## config.mk

```make
export PLATFORM = sky130hd
export DESIGN_NAME = pcm_ring_writer
export DESIGN_NICKNAME = d
export VERILOG_FILES = /design/src/rtl/pcm_ring_pkg.sv /design/src/rtl/pcm_ring_csr.sv /design/src/rtl/pcm_ring_writer.sv
export SDC_FILE = /design/constraint.sdc
export NUM_CORES = 1
export LEC_CHECK = 0
export ABC_AREA = 1
export BUFFER_PORTS_ARGS = -buffer_cell sky130_fd_sc_hd__clkbuf_2
export CORE_MARGIN = 5
export CORE_UTILIZATION = 30
export CTS_BUF_LIST = sky130_fd_sc_hd__clkbuf_4 sky130_fd_sc_hd__clkbuf_8
export DETAILED_ROUTE_END_ITERATION = 8
export REMOVE_ABC_BUFFERS = 1
export SLEW_MARGIN = 20
export SYNTH_ARGS = -nofsm -noshare
export SYNTH_HDL_FRONTEND = slang
export SYNTH_SLANG_ARGS = --single-unit
```

## constraint.sdc

```tcl
create_clock -name clk -period 3.6 [get_ports clk]
set_clock_uncertainty 0.1 [all_clocks]
set_input_delay 0.18 -clock clk [delete_from_list [all_inputs] [get_ports clk]]
set_output_delay 0.18 -clock clk [all_outputs]
set_load 0.1 [all_outputs]
```

## src/rtl/pcm_ring_pkg.sv

```systemverilog
// Purpose: shared constants for the PCM ring writer: CSR word addresses and CTRL/STATUS bit positions.
// Latency: n/a (constants only).
// Backpressure: n/a.
package pcm_ring_pkg;

  // CSR word addresses
  localparam logic [1:0] CSR_CTRL   = 2'd0;
  localparam logic [1:0] CSR_STATUS = 2'd1;
  localparam logic [1:0] CSR_WRPTR  = 2'd2;
  localparam logic [1:0] CSR_RDPTR  = 2'd3;

  // CTRL bit positions
  localparam int CTRL_ENABLE = 0;
  localparam int CTRL_DROP   = 1;
  localparam int CTRL_IRQ_EN = 2;
  localparam int CTRL_FLUSH  = 3;

  // STATUS bit positions
  localparam int STAT_WM_PEND = 0;
  localparam int STAT_OVERRUN = 1;

  // Offset of the multi-bit fields (watermark, level) inside CTRL/STATUS
  localparam int FIELD_OFS = 16;

endpackage

```

## src/rtl/pcm_ring_csr.sv

```systemverilog
// Purpose: CSR register file for the ring writer: CTRL, STATUS (W1C flags), WR_PTR view, RD_PTR.
// Latency: writes take effect at the strobe edge; readdata registered, 1 cycle after csr_read.
// Backpressure: none; the slave accepts every access without wait states.
// Ports: csr_* Avalon-MM slave; wr_ptr/level/wm_set/overrun_set in from datapath;
//        enable/drop_mode/irq_en/flush/watermark/rd_ptr out to datapath; irq level interrupt.
module pcm_ring_csr #(
  parameter int ADDR_W   = 11,
  parameter int WM_RESET = 1024
) (
  input  logic              clk,
  input  logic              reset_n,
  input  logic [1:0]        csr_address,
  input  logic              csr_read,
  input  logic              csr_write,
  input  logic [31:0]       csr_writedata,
  output logic [31:0]       csr_readdata,
  input  logic [ADDR_W-1:0] wr_ptr,
  input  logic [ADDR_W-1:0] level,
  input  logic              wm_set,
  input  logic              overrun_set,
  output logic              enable,
  output logic              drop_mode,
  output logic              irq_en,
  output logic              flush,
  output logic [ADDR_W-1:0] watermark,
  output logic [ADDR_W-1:0] rd_ptr,
  output logic              irq
);
  import pcm_ring_pkg::*;

  logic        wm_pend;
  logic        overrun;
  logic        ctrl_wr;
  logic        stat_wr;
  logic        rdptr_wr;
  logic [31:0] rd_mux;
  logic        unused_wdata;

  assign ctrl_wr  = csr_write && (csr_address == CSR_CTRL);
  assign stat_wr  = csr_write && (csr_address == CSR_STATUS);
  assign rdptr_wr = csr_write && (csr_address == CSR_RDPTR);

  // Flush is a single-cycle strobe straight from the write; it is never stored.
  assign flush = ctrl_wr && csr_writedata[CTRL_FLUSH];

  // Only some write-data bits are mapped.
  assign unused_wdata = ^csr_writedata;

  always_ff @(posedge clk or negedge reset_n) begin
    if (!reset_n) begin
      enable    <= 1'b0;
      drop_mode <= 1'b0;
      irq_en    <= 1'b0;
      watermark <= ADDR_W'(WM_RESET);
    end else if (ctrl_wr) begin
      enable    <= csr_writedata[CTRL_ENABLE];
      drop_mode <= csr_writedata[CTRL_DROP];
      irq_en    <= csr_writedata[CTRL_IRQ_EN];
      watermark <= csr_writedata[FIELD_OFS +: ADDR_W];
    end
  end

  always_ff @(posedge clk or negedge reset_n) begin
    if (!reset_n) begin
      rd_ptr <= '0;
    end else if (flush) begin
      rd_ptr <= '0;
    end else if (rdptr_wr) begin
      rd_ptr <= csr_writedata[ADDR_W-1:0];
    end
  end

  // Flag priority: flush clears, then a hardware set beats a same-cycle W1C.
  always_ff @(posedge clk or negedge reset_n) begin
    if (!reset_n) begin
      wm_pend <= 1'b0;
      overrun <= 1'b0;
    end else begin
      if (flush)                                    wm_pend <= 1'b0;
      else if (wm_set)                              wm_pend <= 1'b1;
      else if (stat_wr && csr_writedata[STAT_WM_PEND]) wm_pend <= 1'b0;

      if (flush)                                    overrun <= 1'b0;
      else if (overrun_set)                         overrun <= 1'b1;
      else if (stat_wr && csr_writedata[STAT_OVERRUN]) overrun <= 1'b0;
    end
  end

  always_comb begin
    rd_mux = '0;
    case (csr_address)
      CSR_CTRL: begin
        rd_mux[CTRL_ENABLE]          = enable;
        rd_mux[CTRL_DROP]            = drop_mode;
        rd_mux[CTRL_IRQ_EN]          = irq_en;
        rd_mux[FIELD_OFS +: ADDR_W]  = watermark;
      end
      CSR_STATUS: begin
        rd_mux[STAT_WM_PEND]         = wm_pend;
        rd_mux[STAT_OVERRUN]         = overrun;
        rd_mux[FIELD_OFS +: ADDR_W]  = level;
      end
      CSR_WRPTR: rd_mux[ADDR_W-1:0]  = wr_ptr;
      default:   rd_mux[ADDR_W-1:0]  = rd_ptr;
    endcase
  end

  always_ff @(posedge clk or negedge reset_n) begin
    if (!reset_n) begin
      csr_readdata <= '0;
    end else if (csr_read) begin
      csr_readdata <= rd_mux;
    end
  end

  assign irq = wm_pend & irq_en;

endmodule

```

## src/rtl/pcm_ring_writer.sv

```systemverilog
// Purpose: writes a valid/ready PCM sample stream into port 2 of a dual-port ring memory, with CSRs.
// Latency: memory write issues 1 cycle after accept; 1 sample/cycle sustained.
// Backpressure: snk_ready = enable, and additionally ~full unless drop mode discards on full.
// Ports: clk/reset_n; snk_* sample sink; mem_* memory port 2 master; csr_* CSR slave; irq.
module pcm_ring_writer #(
  parameter int ADDR_W   = 11,
  parameter int DATA_W   = 16,
  parameter int WM_RESET = 1024
) (
  input  logic                clk,
  input  logic                reset_n,
  input  logic [DATA_W-1:0]   snk_data,
  input  logic                snk_valid,
  output logic                snk_ready,
  output logic [ADDR_W-1:0]   mem_address,
  output logic [DATA_W-1:0]   mem_writedata,
  output logic [DATA_W/8-1:0] mem_byteenable,
  output logic                mem_chipselect,
  output logic                mem_write,
  output logic                mem_clken,
  input  logic [1:0]          csr_address,
  input  logic                csr_read,
  input  logic                csr_write,
  input  logic [31:0]         csr_writedata,
  output logic [31:0]         csr_readdata,
  output logic                irq
);
  import pcm_ring_pkg::*;

  logic [ADDR_W-1:0] wr_ptr;
  logic [ADDR_W-1:0] rd_ptr;
  logic [ADDR_W-1:0] level;
  logic [ADDR_W-1:0] watermark;
  logic              enable;
  logic              drop_mode;
  logic              irq_en;
  logic              flush;
  logic              full;
  logic              accept;
  logic              do_write;
  logic              wm_set;
  logic              overrun_set;

  // Natural wrap of the ADDR_W-bit subtraction gives the modulo-DEPTH level.
  assign level = wr_ptr - rd_ptr;
  // One slot stays empty so full (DEPTH-1) and empty (0) stay distinguishable.
  assign full  = &level;

  assign snk_ready   = enable & (drop_mode | ~full);
  assign accept      = snk_valid & snk_ready;
  assign do_write    = accept & ~full;
  assign overrun_set = accept & full;
  assign wm_set      = (watermark != '0) && (level >= watermark);

  // A write accepted on a flush cycle still lands at the pre-flush address.
  always_ff @(posedge clk or negedge reset_n) begin
    if (!reset_n) begin
      wr_ptr <= '0;
    end else if (flush) begin
      wr_ptr <= '0;
    end else if (do_write) begin
      wr_ptr <= wr_ptr + 1'b1;
    end
  end

  always_ff @(posedge clk or negedge reset_n) begin
    if (!reset_n) begin
      mem_write     <= 1'b0;
      mem_address   <= '0;
      mem_writedata <= '0;
    end else begin
      mem_write <= do_write;
      if (do_write) begin
        mem_address   <= wr_ptr;
        mem_writedata <= snk_data;
      end
    end
  end

  assign mem_chipselect = mem_write;
  assign mem_byteenable = '1;
  assign mem_clken      = 1'b1;

  pcm_ring_csr #(
    .ADDR_W   (ADDR_W),
    .WM_RESET (WM_RESET)
  ) u_csr (
    .clk           (clk),
    .reset_n       (reset_n),
    .csr_address   (csr_address),
    .csr_read      (csr_read),
    .csr_write     (csr_write),
    .csr_writedata (csr_writedata),
    .csr_readdata  (csr_readdata),
    .wr_ptr        (wr_ptr),
    .level         (level),
    .wm_set        (wm_set),
    .overrun_set   (overrun_set),
    .enable        (enable),
    .drop_mode     (drop_mode),
    .irq_en        (irq_en),
    .flush         (flush),
    .watermark     (watermark),
    .rd_ptr        (rd_ptr),
    .irq           (irq)
  );

endmodule

```

==> PnR_summary.wiki <==
{| class="wikitable"
! Metric !! Value
|-
| Clock Tree Root || sky130_fd_sc_hd__clkbuf_8
|-
| Unrepaired setup endpoints after global routing || false
|-
| Power density cells || between 700 and 800 mW/mm2
|-
| Post-synthesis sequential area ratio || between 40 and 50%
|-
| Setup-failing EPs final || 0
|-
| Prevailing post-synth register cell || sky130_fd_sc_hd__dfrtp_1
|-
| Global route total overflow || 0
|-
| PortBufs || between 90 and 100
|-
| Skew-Pair Late Insertion Delay || about 0.38 ns
|-
| Routability Congestion || slightly below 0.9
|-
| Wire length of the first global-routing pass || roughly 23000 um
|-
| Number of ports placed on the die boundary || 121
|-
| H-tree depth || 3
|-
| Required time worst endpoint || between 3 and 4 ns
|-
| Final Slew Violations || 0
|-
| Crit-path max FO || 5
|-
| Number of distinct library cells after synthesis || 34
|-
| Final critical-path share of the clock period || between 90% and 100%
|-
| Final routed wire length divided by cell count || roughly 13 um
|-
| Detailed Route WL || 13300 um
|-
| Number of synthesized flops with an enable pin || 0
|-
| Die boundary height || 138 um
|-
| Final Hold Vio Count || 0
|-
| Vias per cell || around 4.4
|-
| Classification of the worst-slack hold path || in -> reg
|-
| FF+latch area || 0.00220 mm2
|-
| Highest clock frequency the design can meet || just over 0.3 GHz
|-
| Clock tree from TritonCTS || done
|-
| Fraction of registers with async set/reset || between 90% and 100%
|-
| Crit path kind || reg -> out
|-
| N_diodes || 0
|-
| Arrival @ worst endpoint || 3.00 ns
|-
| Horizontal die dimension || approximately 140 um
|-
| CP Capture Type || output pin
|-
| DP HPWL || 9750 um
|-
| Post-Syn Instances || 644
|-
| Max-capacitance violation count || 0
|-
| Max IR drop VDD || 0.232 mV
|-
| Area share of the largest cell type after synthesis || 44.2%
|-
| Die ar. || 0.0191 mm2
|-
| NumNets Final || between 800 and 900
|-
| Largest cells by area after synthesis || sky130_fd_sc_hd__dfrtp_1 44%, sky130_fd_sc_hd__nand2_1 15%, sky130_fd_sc_hd__inv_1 5.6%
|-
| Post-detailed-route DRC marker count || 0
|-
| Ratio of cells with drive above 1 in the final layout || 17.1%
|-
| Xor and xnor area share after synthesis || roughly 1.6%
|-
| Antenna viol nets, final || 0
|-
| Number of buffers between clock root and the deepest sink || 2
|-
| Post-synthesis area per instance || between 7 and 8 um2
|-
| Most common cell after layout, fill and taps aside || sky130_fd_sc_hd__nand2_1
|-
| Final instance count without filler cells || between 900 and 1000
|-
| Proportion of synthesized area in mux cells || 0%
|-
| Placeable core region || around 0.016 mm2
|-
| Post-route minimum period || roughly 3.3 ns
|-
| Total of warnings raised by yosys || 0
|-
| Worst flop-to-flop path startpoint || wr_ptr[0]
|-
| Synth area leader || sky130_fd_sc_hd__dfrtp_1
|-
| Area growth from synthesis to layout || 25.0%
|-
| Initial DRC Count || 317
|-
| Synthesized area || slightly below 0.005 mm2
|-
| Slew at the pin closest to its max-slew limit || between 0.9 and 1 ns
|-
| Initial antenna violation count || 0
|-
| Effective utilization at floorplan || between 30% and 40%
|-
| Cell total after placement || between 900 and 1000
|-
| First-pass iteration count of the detailed router || 5
|-
| Max transition margin || about two fifths
|-
| Area of combinational cells with multiple inputs || between 0.002 and 0.0025 mm2
|-
| Final total power || roughly 4.7 mW
|-
| Count of vias placed by the detailed router || ~4400
|-
| CP Launch Point || wr_ptr[0]
|-
| Simple-gate share of the synthesized area || between 20% and 30%
|-
| Hold wc startpoint || csr_writedata[3]
|-
| Adder and majority cell fraction of the synthesized area || 6.00%
|-
| Count of state elements after synthesis || 88
|-
| Leak || between 3 and 4 nW
|-
| FP Rows || 46
|-
| Vias in the first global route || 4490
|-
| Largest family of logic cells by synthesized area || simple AND/OR/NAND/NOR gates
|-
| TritonCTS Buffers || 9
|-
| Most frequent cells in the layout || 200 x sky130_fd_sc_hd__nand2_1, 96 x sky130_fd_sc_hd__clkbuf_2, 87 x sky130_fd_sc_hd__dfrtp_1
|-
| Total number of clock tree sinks || between 80 and 90
|-
| CTS-repair resized insts || 0
|-
| Critical Path Source Type || flop
|-
| Clock Pin Slew Worst Setup and Hold Paths || around 0.10 ns
|-
| Total of fill cells in the finished design || roughly 1700
|-
| Fin Setup TNS || 0 ns
|-
| Tot GR Track Use || about 15%
|-
| Largest net degree at the start of global routing || 75
|-
| Synth Area in Compound Gates || roughly a tenth
|-
| Result of the run || finished clean
|}
what timing repair did:
action	CTS	global route
endpoints found under the hold margin	112	0
setup buffers	0	0
hold buffers	39	0
cells in the mapped netlist, drive strengths merged, types with 5 or more instances:
| library cell | number |
|---|---|
| inv | 75 |
| ha | 22 |
| nand2 | 204 |
| o21ai | 24 |
| nand3 | 44 |
| nor2 | 54 |
| o22ai | 5 |
| nor3 | 7 |
| clkbuf | 12 |
| xor2 | 9 |
| a31oi | 8 |
| dfrtp | 87 |
| buf | 22 |
| nand4 | 11 |
| a21oi | 44 |
stage by stage:
step | hold WS [ns] | setup slack (ns) | util, % | instance area [um2]
floorplan | -0.216 | 0.487 | - | 4740
global placement | 0.278 | 0.585 | 34.7 | 5550
detailed placement | 0.282 | 0.554 | 34.7 | 5550
CTS | 0.00419 | 0.327 | 38.3 | 6120
global route | 0.0142 | 0.0334 | 38.4 | 6150
finish | 0.0106 | 0.320 | 38.4 | 6150
cells by family (layout without fill, tap and decap cells):
| group | count (synthesis) | in the layout |
|---|---|---|
| buffers and inverters | 112 | 239 |
| and+or+nand+nor | 323 | 323 |
| other | 2 | 13 |
| DFF | 88 | 88 |
| adders and majority gates | 23 | 23 |
| xor gates and xnor gates | 9 | 9 |
| AOI/OAI and AO/OA | 87 | 87 |
critical path, cell delays in order (launching register included):
cell and delay [ns]:
sky130_fd_sc_hd__dfrtp_1 0.40, sky130_fd_sc_hd__inv_1 0.12, sky130_fd_sc_hd__ha_1 0.23, sky130_fd_sc_hd__fa_1 0.40
sky130_fd_sc_hd__inv_1 0.11, sky130_fd_sc_hd__nand2_1 0.09, sky130_fd_sc_hd__nand2_2 0.10, sky130_fd_sc_hd__nand3b_1 0.08
sky130_fd_sc_hd__nand2_1 0.17, sky130_fd_sc_hd__nand3_1 0.13, sky130_fd_sc_hd__nor3_2 0.20, sky130_fd_sc_hd__nand3_2 0.10
sky130_fd_sc_hd__nand2_1 0.10, sky130_fd_sc_hd__inv_1 0.04, sky130_fd_sc_hd__clkbuf_2 0.36
layout make-up:
class,count,area share (%)
Multi-Input combinational cell,455,36.4
Sequential cell,88,35.8
Timing Repair Buffer,145,15.7
Inverter,78,4.76
Tap cell,216,4.39
Clock buffer,9,2.01
Clock inverter,7,0.895
layer usage:
metal	up-vias	part of all wire (%)	global-route usage (%)
met2	91	45	22.5
met4	0	1.1	4.42
met1	2034	49	20.4
met5	-	0	0
li1	2299	-	-
met3	12	4.8	3.21
report_power, final:
group,leakage (nW),switching (mW),internal (mW)
combinational,2.09,2.07,0.626
sequential,1.10,0.161,1.21
clock,0.0862,0.399,0.257
state kept, by name (all words and copies together), names as in the netlist:
name / flops
u_csr.irq_en: 1
u_csr.watermark: 11
u_csr.csr_readdata: 22
u_csr.drop_mode: 1
u_csr.rd_ptr: 11
mem_chipselect: 1
wr_ptr: 11
mem_address: 11
u_csr.enable: 1
mem_writedata: 16
u_csr.wm_pend: 1
u_csr.overrun: 1
final timing paths:
| kind | endpoint | slack, ns | cells after the start |
|---|---|---|---|
| setup / recovery | snk_ready | 0.32 | 14 |
| hold / removal | u_csr.rd_ptr[3] | 0.01 | 3 |
| setup reg to reg | wr_ptr[10] | 0.53 | 15 |
| hold reg to reg | mem_address[10] | 0.39 | 2 |
| max in group asynchronous | u_csr.csr_readdata[20] | 2.45 | 4 |
| min in group asynchronous | u_csr.watermark[8] | 0.11 | 2 |
No activity file was read; power rests on OpenSTA's default activity.
